## src/rtl/cse_x25_axi_pkg.sv

```systemverilog
// Shared definitions for the cse_x25 AXI-Lite master: FSM state codes and
// AXI response encodings, plus a small response-classification helper.
package cse_x25_axi_pkg;

  // Master FSM state codes
  localparam logic [2:0] e_idle    = 3'd0;
  localparam logic [2:0] e_wr_req  = 3'd1;
  localparam logic [2:0] e_wr_resp = 3'd2;
  localparam logic [2:0] e_rd_addr = 3'd3;
  localparam logic [2:0] e_rd_data = 3'd4;
  localparam logic [2:0] e_resp    = 3'd5;

  // AXI BRESP/RRESP encodings
  localparam logic [1:0] e_axi_resp_okay   = 2'b00;
  localparam logic [1:0] e_axi_resp_exokay = 2'b01;
  localparam logic [1:0] e_axi_resp_slverr = 2'b10;
  localparam logic [1:0] e_axi_resp_decerr = 2'b11;

  // Any response other than OKAY is reported to the requester as an error
  function automatic logic resp_is_err(input logic [1:0] resp);
    return (resp != e_axi_resp_okay);
  endfunction

endpackage

```

## src/rtl/cse_x25_axilite_master.sv

```systemverilog
// Single-outstanding AXI-Lite master. Accepts one command on a valid/ready
// interface, runs the matching AXI-Lite write or read, and returns the read
// data and error flag on a valid/ready response interface.
module cse_x25_axilite_master
  import cse_x25_axi_pkg::*;
#(
  parameter int axi_addr_width_p = 32,
  parameter int axi_data_width_p = 32
) (
  input  logic                        clk_i,
  input  logic                        reset_i,

  input  logic                        cmd_valid_i,
  output logic                        cmd_ready_o,
  input  logic                        cmd_we_i,
  input  logic [axi_addr_width_p-1:0] cmd_addr_i,
  input  logic [axi_data_width_p-1:0] cmd_wdata_i,

  output logic                        resp_valid_o,
  input  logic                        resp_ready_i,
  output logic                        resp_we_o,
  output logic [axi_data_width_p-1:0] resp_rdata_o,
  output logic                        resp_err_o,

  output logic [axi_addr_width_p-1:0] axi_awaddr_o,
  output logic                        axi_awvalid_o,
  input  logic                        axi_awready_i,

  output logic [axi_data_width_p-1:0] axi_wdata_o,
  output logic                        axi_wvalid_o,
  input  logic                        axi_wready_i,

  input  logic [1:0]                  axi_bresp_i,
  input  logic                        axi_bvalid_i,
  output logic                        axi_bready_o,

  output logic [axi_addr_width_p-1:0] axi_araddr_o,
  output logic                        axi_arvalid_o,
  input  logic                        axi_arready_i,

  input  logic [axi_data_width_p-1:0] axi_rdata_i,
  input  logic [1:0]                  axi_rresp_i,
  input  logic                        axi_rvalid_i,
  output logic                        axi_rready_o
);

  // Byte-lane offset bits inside one data word; forced to zero on capture
  localparam int addr_lsb_lp = $clog2(axi_data_width_p / 8);
  localparam logic [axi_addr_width_p-1:0] addr_mask_lp =
    {{(axi_addr_width_p - addr_lsb_lp){1'b1}}, {addr_lsb_lp{1'b0}}};

  logic [2:0]                  state_r;
  logic                        we_r;
  logic [axi_addr_width_p-1:0] addr_r;
  logic [axi_data_width_p-1:0] wdata_r;
  logic [axi_data_width_p-1:0] rdata_r;
  logic                        err_r;
  logic                        aw_done_r;
  logic                        w_done_r;

  logic                        aw_hs_s;
  logic                        w_hs_s;
  logic                        aw_done_next_s;
  logic                        w_done_next_s;

  // Handshake and valid/ready decode from registered state; reset_i masks
  // every valid/ready so nothing is offered while the block is held in reset
  always_comb begin
    cmd_ready_o    = (state_r == e_idle)    & ~reset_i;
    resp_valid_o   = (state_r == e_resp)    & ~reset_i;
    axi_awvalid_o  = (state_r == e_wr_req)  & ~aw_done_r & ~reset_i;
    axi_wvalid_o   = (state_r == e_wr_req)  & ~w_done_r  & ~reset_i;
    axi_bready_o   = (state_r == e_wr_resp) & ~reset_i;
    axi_arvalid_o  = (state_r == e_rd_addr) & ~reset_i;
    axi_rready_o   = (state_r == e_rd_data) & ~reset_i;
    aw_hs_s        = axi_awvalid_o & axi_awready_i;
    w_hs_s         = axi_wvalid_o  & axi_wready_i;
    aw_done_next_s = aw_done_r | aw_hs_s;
    w_done_next_s  = w_done_r  | w_hs_s;
  end

  // Address/data/response outputs come straight from capture registers
  always_comb begin
    axi_awaddr_o = addr_r;
    axi_araddr_o = addr_r;
    axi_wdata_o  = wdata_r;
    resp_we_o    = we_r;
    resp_rdata_o = rdata_r;
    resp_err_o   = err_r;
  end

  // Transaction FSM with command capture and response capture
  always_ff @(posedge clk_i) begin
    if (reset_i) begin
      state_r   <= e_idle;
      we_r      <= 1'b0;
      addr_r    <= '0;
      wdata_r   <= '0;
      rdata_r   <= '0;
      err_r     <= 1'b0;
      aw_done_r <= 1'b0;
      w_done_r  <= 1'b0;
    end else begin
      case (state_r)
        e_idle: begin
          if (cmd_valid_i) begin
            we_r    <= cmd_we_i;
            addr_r  <= cmd_addr_i & addr_mask_lp;
            wdata_r <= cmd_wdata_i;
            state_r <= cmd_we_i ? e_wr_req : e_rd_addr;
          end
        end
        e_wr_req: begin
          // AW and W complete independently; leave once both have, counting
          // any handshake happening on this very edge
          aw_done_r <= aw_done_next_s;
          w_done_r  <= w_done_next_s;
          if (aw_done_next_s && w_done_next_s) begin
            state_r <= e_wr_resp;
          end
        end
        e_wr_resp: begin
          if (axi_bvalid_i) begin
            err_r     <= resp_is_err(axi_bresp_i);
            rdata_r   <= '0;
            aw_done_r <= 1'b0;
            w_done_r  <= 1'b0;
            state_r   <= e_resp;
          end
        end
        e_rd_addr: begin
          if (axi_arready_i) begin
            state_r <= e_rd_data;
          end
        end
        e_rd_data: begin
          if (axi_rvalid_i) begin
            rdata_r <= axi_rdata_i;
            err_r   <= resp_is_err(axi_rresp_i);
            state_r <= e_resp;
          end
        end
        e_resp: begin
          if (resp_ready_i) begin
            state_r <= e_idle;
          end
        end
        default: begin
          state_r   <= e_idle;
          aw_done_r <= 1'b0;
          w_done_r  <= 1'b0;
        end
      endcase
    end
  end

endmodule
```

## config.mk

```make
export PLATFORM = sky130hd
export DESIGN_NAME = cse_x25_axilite_master
export DESIGN_NICKNAME = d
export VERILOG_FILES = /design/src/rtl/cse_x25_axi_pkg.sv /design/src/rtl/cse_x25_axilite_master.sv
export SDC_FILE = /design/constraint.sdc
export NUM_CORES = 1
export LEC_CHECK = 0
export CORE_MARGIN = 2
export CORE_UTILIZATION = 30
export DETAILED_ROUTE_END_ITERATION = 16
export GPL_TIMING_DRIVEN = 1
export MAX_ROUTING_LAYER = met4
export PLACE_DENSITY = 0.65
export SETUP_SLACK_MARGIN = 0.4
export SYNTH_ARGS = -nofsm -noshare
export SYNTH_HDL_FRONTEND = slang
export SYNTH_SLANG_ARGS = --single-unit
```

## constraint.sdc

```tcl
create_clock -name clk_i -period 2.6 [get_ports clk_i]
set_input_delay 0.65 -clock clk_i [delete_from_list [all_inputs] [get_ports clk_i]]
set_output_delay 0.65 -clock clk_i [all_outputs]
set_load 0.01 [all_outputs]
```

# Yosys cells after proc, flatten, opt, wreduce, memory -nomap -nowiden

Cells that the tools add are included.

Equal/unequal tests: 11
Mux-type cells: 17
Bitwise gates (word level): 17
Reductions and logical operators: 10

Operators by type and width:

| cell                 | count |
|---|---|
| $mux W32             | 2 |
| $pmux W32 S2         | 1 |
| $mux W3              | 6 |
| $pmux W3 S6          | 1 |
| $and A1 B1 Y1        | 11 |
| $ne A2 B2 Y1 const B | 5 |
| $eq A3 B2 Y1 const B | 2 |
| $eq A3 B3 Y1 const B | 2 |
| $pmux W1 S3          | 2 |
| $reduce_and A6 Y1    | 1 |
| $reduce_bool A2 Y1   | 3 |
| $not A1 Y1           | 4 |
| $reduce_and A2 Y1    | 2 |
| $reduce_or A4 Y1     | 1 |
| $eq A3 B1 Y1 const B | 1 |
| $logic_not A3 Y1     | 1 |
| $mux W1              | 3 |
| $reduce_and A3 Y1    | 1 |
| $mux W2              | 1 |
| $ne A2 B1 Y1 const B | 1 |
| $or A1 B1 Y1         | 2 |
| $pmux W1 S2          | 1 |
| $logic_and A1 B1 Y1  | 1 |

Register bits: 101
Bits of input ports: 110
Output and inout port bits: 137
Logic and storage cells: 63

# Depth between registers and ports, before layout

Depth after elaboration: 8
Depth in mapped cells: 7
Depth with buffers taken out: 4

# Least setup slack after synthesis

Ideal clock, no wire load.

Path type: input to output
Start point: in reset_i
End point: out axi_rready_o
Arrival time: 1431 ps
Data required time: 1950 ps
Slack: 519 ps
Stages on the path: 3
Path buffers: 2
Path through: clkbuf_1 > clkbuf_1 > nor4b_1

Cells in the longest elaborated chain, start to end: 2

Ends and longest elaborated chain:

| element       | RTL line                     | source |
|---|---|---|
| from (decl)   | cse_x25_axilite_master.sv:11 | `input logic reset_i,` |
| $not A1 Y1    | cse_x25_axilite_master.sv:75 | `axi_rready_o = (state_r == e_rd_data) & ~reset_i;` |
| $and A1 B1 Y1 | cse_x25_axilite_master.sv:75 |  |
| to (decl)     | cse_x25_axilite_master.sv:44 | `output logic axi_rready_o` |

No other way between the ends.

# Worst setup path in the final report

Start point: in reset_i
End point: out axi_arvalid_o

Cells in the longest elaborated chain, start to end: 2

Ends and longest elaborated chain:

| element       | RTL line                     | source |
|---|---|---|
| $not A1 Y1    | cse_x25_axilite_master.sv:74 | `axi_arvalid_o = (state_r == e_rd_addr) & ~reset_i;` |
| $and A1 B1 Y1 | cse_x25_axilite_master.sv:74 |  |
| to (decl)     | cse_x25_axilite_master.sv:38 | `output logic axi_arvalid_o,` |

No other way between the ends.

==> summary.md <==
| Metric | Value |
|---|---|
| Worst setup EP type | output port |
| Chip width | 119 um |
| Total track usage | 0.165 |
| Synth area leader | dfxtp_1 |
| Pins Over Slew Limit | 0 |
| DP Cell Count | 835 |
| Fin Clk Skew | 5.08 ps |
| Initial Util | 0.304 |
| Via-to-Cell Ratio | 4.55 |
| Slew @ Worst Pin | 903 ps |
| Core region area | 13100 um2 |
| Period utilization | 0.812 |
| # Max-Cap Violations | 0 |
| Final cell count without fillers | 852 |
| Worst Setup Start Kind | primary input |
| Sequential Power Share | 0.377 |
| Max_slew headroom | 0.396 |
| Layout net count | 781 |
| Largest net degree at the start of global routing | 64 |
| Via count | 3876 |
| Crit path max fanout | 13 |
| Top FF cell, synth | dfxtp_1 |
| Cells after Synth | 477 |
| Unrepaired setup endpoints after global routing | false |
| Hold Path Sink | axi_wdata_o[17] |
| I/O pin count | 247 |
| Met2 routed WL | 5950 um |
| WL per Instance | 14.0 um |
| Post-CTS Hold Fix Bufs | 0 |
| DIE AREA | 14200 um2 |
| Detailed Place HPWL | 8430 um |
| Post-synthesis cell type count | 30 |
| Post-Syn Area per Cell | 8.34 um2 |
| WP data arrival | 1460 ps |
| DIE HEIGHT | 119 um |
| TritonCTS clock tree | yes |
| Rows | 42 |
| Clk pwr share | 0.265 |
| LEAKAGE | 0.00237 uW |
| Flops & latches, synth | 101 |
| Share of the synthesized area in the top cell type | 0.508 |
| Sw frac | 0.318 |
| CTS H-tree depth | 3 |
| Setup violators final | 0 |
| DR WL met3 | 734 um |
| Status | complete, no violations |
| Max Fclk | 0.474 GHz |
| Ys Warns | 0 |
| Worst reg2reg path endpoint | resp_rdata_o[17] |
| Number of DRC markers in iteration 0 | 206 |
| Highest Signal Layer | met4 |
| Gr ovfl total | 0 |
| Antenna violations before repair | 0 |
| Peak VDD IR | 367 uV |
| Seq/Total Area, Yosys | 0.508 |
| Synth async-reset ratio | 0 |
| R2R setup slack | 680 ps |
| Drc violations | 0 |
| Clock buffer depth | 2 |
| Worst reg2reg path startpoint | state_r[1] |
| Drt pass-1 iters | 4 |
| Hold Fails Final Rpt | 0 |
| Met1 WL | 5090 um |
| Internal Dissipation | 3470 uW |
| Port bufs | 240 |
| TritonCTS Buffers | 9 |
| Hold Crit Start | axi_wdata_o[17] |
| Post-DRT Antenna Nets | 0 |
| Crit Path Category | in -> out |
| Clock tree sinks | 101 |
| Root Buffer | clkbuf_16 |
| Switch Pwr | 1620 uW |
| Min-Delay Path Class | reg -> reg |
| Area grow syn2layout | 64.6% |
| Post-synth EDFFs | 0 |
| Detailed Route WL | 12000 um |
| Required @ worst endpoint | 1950 ps |
| Worst-Skew Late Latency | 340 ps |
| Synth top area cells | dfxtp_1 51%, nand2_1 12%, a21oi_1 8.7% |
| ANT cells | 0 |
| Vias in the first global route | 3582 |
| GP Congestion | 0.771 |
| Cell Pwr Density | 777 nW/um2 |
| Fin crit period | 2110 ps |
| Setup TNS | 0 ps |
| Global-route wire length before repair | 18200 um |
| Area of the mapped netlist | 3980 um2 |
| Layout cells sized above 1 | 0.0533 |
| R2r worst-path depth | 5 |
| Comb pwr share | 0.358 |
| Clock-pin slew on the worst setup and hold paths | 60 ps |
| Hold depth | 2 |
## logic make-up (layout without fill, tap and decap cells)
group	after synthesis	in the layout	synth area share
AND/OR/NAND/NOR	189	189	0.195
AO/OA/AOI/OAI	109	110	0.165
flip-flops	101	101	0.508
buffers and inverters	73	268	0.120
multiplexers	4	4	0.0104
other	1	4	0.000943
## area by class of cell
cell class                      instances  area (um2)
Clock buffer                           10         239
Clock inverter                          6        61.3
Timing Repair Buffer                  250        2480
Inverter                                2        7.51
Multi-Input combinational cell        307        1520
Sequential cell                       101        2020
Tap cell                              176         220
Fill cell                            1179        6540
## worst max path at each step
| stage | slack, ps | depth (start not counted) | end | from |
|---|---|---|---|---|
| floorplan | 520 | 3 | axi_rready_o | reset_i |
| global placement | 140 | 5 | axi_bready_o | reset_i |
| detailed placement | 100 | 5 | resp_err_o | axi_rvalid_i |
| CTS | 340 | 4 | axi_wvalid_o | state_r[2] |
| global route | 400 | 5 | axi_arvalid_o | reset_i |
| finish | 490 | 5 | axi_arvalid_o | reset_i |
## flip-flops by register name (all words and copies together) (netlist names)
signal	count
aw_done_r	1
axi_wdata_o	32
axi_araddr_o	30
resp_rdata_o	32
resp_err_o	1
state_r	3
resp_we_o	1
w_done_r	1
## placed cells by master (no fill, tap or decap), types with 3 or more instances in the layout
master / instances
clkdlybuf4s50_1: 232
nand2_1: 128
dfxtp_1: 101
a21oi_1: 69
nor2_1: 42
a22oi_1: 34
clkbuf_16: 9
buf_4: 9
nor3_1: 5
conb_1: 4
nand2b_1: 3
mux2i_1: 3
clkinv_2: 3
dlygate4sd2_1: 3
## metal layers
layer / GRT usage / vias up
li1: - / 1930
met2: 0.277 / 143
met3: 0.0393 / 15
met1: 0.192 / 1788
met4: 0.0588 / 0
met5: - / -
## cells in the mapped netlist (2+ instances only)
cell      count
nand2_1     128
dfxtp_1     101
a21oi_1      69
nor2_1       42
buf_4        35
a22oi_1      34
buf_2        15
clkbuf_1     14
buf_6         7
nor3_1        5
mux2i_1       3
nand2b_1      3
inv_1         2
nor2b_1       2
nor4_1        2
## power by group through the flow
stage / clock network (uW) / registers, uW / logic, uW
after detailed placement: 0 / 1960 / 1840
after floorplan: 0 / 2030 / 961
after CTS: 1400 / 1920 / 1830
after global routing: 1460 / 1950 / 1970
final: 1350 / 1920 / 1820
after global placement: 0 / 1940 / 1810
## worst max-delay path, cell delays in order
cell	delay [ps]
buf_4	160
inv_1	120
nand2_1	120
nor2_1	110
dlygate4sd2_1	300
## what timing repair did
action,CTS,global route
cloned,0,1
resized for setup,11,8
setup buffers,0,0
setup endpoints to repair,7,6
hold endpoints to repair,0,0
## stage by stage
stage               utilization  instance area (um2)  power (uW)  setup WS [ps]  hold slack (ps)
floorplan                     -                 3990        2990            519              481
global placement          0.478                 6250        3750            143              442
detailed placement        0.478                 6250        3800            105              446
CTS                       0.500                 6540        5150            344              456
global route              0.500                 6550        5380            405              469
finish                    0.500                 6550        5090            489              452
Power figures use the tool's default switching activity.
==> RTL change 1 (config.mk and constraints unchanged) <==
Set the parameter `axi_data_width_p` to 16 (it was 32).
--- a/src/rtl/cse_x25_axilite_master.sv
+++ b/src/rtl/cse_x25_axilite_master.sv
@@ -7,3 +7,3 @@
   parameter int axi_addr_width_p = 32,
-  parameter int axi_data_width_p = 32
+  parameter int axi_data_width_p = 16
 ) (
Ports: changed (resized axi_rdata_i, axi_wdata_o, cmd_wdata_i and resp_rdata_o); port bits go from 247 to 183. The function was not compared with the original's and may differ.
==> RTL change 1 against the original RTL <==
Total power is 21% lower; core utilization up 0.94 points; wire length is 27% lower; largest power group is now combinational logic; cell area fell by 24%; first-iteration DRC count is 42% lower; area after synthesis shrank 24%; clock power decreased by 25%; worst setup slack worse by 0.030 ns; sequential cell count shrank 31; clock skew is 0.0034 ns higher.
==> RTL change 1: results (changes against the original RTL) <==
fin nets=591 (-24%); worst r2r src=state_r[2]; sink of the worst hold path=axi_wdata_o[15]; routed wire length=8680 um (-27%); Synth async-reset ratio=0 (unchanged); Vias/cell=4.54 (-0.19%); Setup crit start=state_r[1]; Synth area leaders=dfxtp_1, nand2_1, a21oi_1; vias in the first global route=2925 (-18%); Largest stage delay, worst path=0.45 ns (+0.15 ns); register area share after synthesis=0.466 (-0.0422); register area=1410 um^2 (-30%); overall routing resource usage=0.164 (-0.000203); Synth cell types=36 (+20%); slowest cell on the critical path=or3b_4; Fillers=922 (-22%); mux contribution to synthesized area=0 (-0.0104); Final Skew=0.00847 ns (+0.00339 ns); maximum vdd ir drop=252 uV (-31%); top post-synthesis cells by count=nand2_1, dfxtp_1, a21oi_1; CP Capture Point=axi_rready_o; largest net degree at the start of global routing=49 (-23%); invs w/o clock=3 (+1); first-pass GRT wire length=14000 um (-23%); hold_sp=axi_wdata_o[15]; Crit path max-delay family=simple AND/OR/NAND/NOR gates; Int Pwr=2.70 mW (-22%); gpl congestion=0.829 (+7.5%); Multi-input gate area=1250 um^2 (-17%); placed instance count=635 (-24%); DR iter-0 viols=119 (-42%); CTS Root Cell=clkbuf_8; # clk buffers=13 (+3); Critical R2R Capture=state_r[0]; Synth Area in Compound Gates=0.166 (+0.000913); seq pwr=1.39 mW (-28%); NonClk Buf Share=0.380 (+0.000940); r2r setup slk=0.94 ns (+0.26 ns); Multi-input comb cells=240 (-22%); fin cells=651 (-24%); share of power burned in combinational logic=0.400 (+0.042); synthesized area per cell=8.12 um^2 (-2.6%); Leakage Power=1.74 nW (-27%); max reg flops=31; Ys Warns=0 (unchanged); DP HPWL=6400 um (-24%); layout cell share with drive strength beyond 1=0.0907 (+0.0375); post-CTS resize count=17 (+6); outcome=complete, no violations; arrival time at the worst endpoint=1.49 ns (+0.03 ns); Clock buf/inv share=0.0472 (+0.00131); initial antenna violation count=0 (unchanged); top_reg_cell synth=dfxtp_1; Pwr per Cell Area=807 nW/um^2 (+3.8%); IO buf count=179 (-25%)
-- RTL change 1: changes by cell type in the layout (fill, tap and decap cells not counted), sizes merged, moves of 4 or more --
cell and change:
a22oi -34, clkbuf +4, clkdlybuf4s50 -61, dfxtp -31, nand2 -32, nand2b +15, nand3 +17, nor2 -35
-- RTL change 1: per-layer routing --
metal	up-vias	GRT usage	routed length [um]
met5	-	-	0
met4	0	0.0676	142
met3	11	0.0508	697
met2	123	0.263	3990
met1	1348	0.192	3850
li1	1474	-	-
-- RTL change 1: metrics by stage --
stage | setup WS, ns | instance area [um^2] | hold WS, ns | util
floorplan | 0.583 | 3010 | 0.477 | -
global placement | 0.193 | 4700 | 0.443 | 0.483
detailed placement | 0.182 | 4700 | 0.447 | 0.483
CTS | 0.174 | 4940 | 0.457 | 0.508
global route | 0.320 | 4960 | 0.475 | 0.510
finish | 0.459 | 4960 | 0.454 | 0.510
==> RTL change 2 (same flow settings) <==
Without the edit above. Register the output `resp_err_o`, without a reset; this adds one clock of latency there. The other outputs are not delayed to match.
--- a/src/rtl/cse_x25_axilite_master.sv
+++ b/src/rtl/cse_x25_axilite_master.sv
@@ -51,2 +51,4 @@
 
+  logic resp_err_d;
+
   logic [2:0]                  state_r;
@@ -88,3 +90,3 @@
     resp_rdata_o = rdata_r;
-    resp_err_o   = err_r;
+    resp_err_d   = err_r;
   end
@@ -156,2 +158,6 @@
 
+  always_ff @(posedge clk_i) begin
+    resp_err_o <= resp_err_d;
+  end
+
 endmodule
Formal check against the unedited RTL: not equivalent (Yosys sat finds a counterexample within 4 cycles, from zero or initial values and one cycle with reset_i high).
==> RTL change 2 against the original RTL <==
Combinational power down 2%; worst setup slack worse by 0.0019 ns; total power up 1.2%; area after synthesis up 0.50%; wire length down 2.3%; register-to-register slack better by 0.02 ns; clock skew up 0.0022 ns; cell area up 0.40%; sequential cell count up 1.
==> RTL change 2: results (changes against the original RTL) <==
vias in the first global route=3768 (+5.2%); outcome=complete, no violations; DP Area=6270 um^2 (+0.20%); GR Util met3=0.0345 (-0.00479); r2r setup slk=0.70 ns (+0.02 ns); hold_sp=err_r; sink of the worst hold path=resp_err_o; final worst-path cycle share=0.813 (about the same); IO buf count=240 (unchanged); fin nets=780 (-0.13%); Setup WS pre-CTS=0.134 ns (+0.0295 ns); overall routing resource usage=0.165 (+0.000351); Leakage Power=2.37 nW (about the same); Final Skew=0.00732 ns (+0.00224 ns); Vias/cell=4.55 (about the same); mux contribution to synthesized area=0.0103 (-0.0000520); CP Capture Point=axi_wvalid_o; Fillers=1272 (+7.9%); hold path depth=0 (-2); DP HPWL=8410 um (-0.19%); first-pass GRT wire length=18300 um (+0.68%); synthesized area per cell=8.36 um^2 (+0.29%); layout cell share with drive strength beyond 1=0.0520 (-0.00125); fin cells=849 (-0.35%); DR iter-0 viols=166 (-19%); Setup crit start=state_r[2]; Synth area leaders=dfxtp_1, nand2_1, a21oi_1; Crit path max-delay family=simple AND/OR/NAND/NOR gates; Critical R2R Capture=err_r; met1 usage in global routing=0.191 (-0.000894); register area share after synthesis=0.511 (+0.00246); met2 Use GR=0.274 (-0.00216); Hold Slack=0.354 ns (-0.0981 ns); slowest cell on the critical path=dfxtp_1; CP max FO=3 (-10); largest net degree at the start of global routing=64 (unchanged); maximum vdd ir drop=399 uV (+8.5%); slew at the pin with the worst max-slew slack=0.923 ns (+0.0197 ns)
RTL change 2: changes by cell type in the layout (fill, tap and decap cells not counted), sizes merged:
cell,unedited run,this run
a31oi,2,1
buf,12,11
bufinv,1,2
clkdlybuf4s15,0,2
clkinv,3,1
dfxtp,101,102
dlygate4sd1,1,0
dlygate4sd2,3,2
inv,3,2
RTL change 2: layout make-up:
type | instances | area (um^2) | area share
Clock buffer | 10 | 239 | 0.0364
Tap cell | 176 | 220 | 0.0335
Inverter | 2 | 7.51 | 0.00114
Sequential cell | 102 | 2040 | 0.311
Timing Repair Buffer | 249 | 2470 | 0.377
Clock inverter | 4 | 72.6 | 0.0110
Multi-Input combinational cell | 306 | 1520 | 0.231
RTL change 2: metal layers:
layer,up-vias,part of all wire
met3,22,0.062
met4,0,0.028
li1,1924,-
met2,156,0.48
met1,1760,0.43
met5,-,0
RTL change 2: where the power goes:
group	leakage [nW]	switching, mW	internal (mW)
sequential	0.831	0.151	1.79
clock	0.150	0.563	0.857
combinational	1.39	0.867	0.917
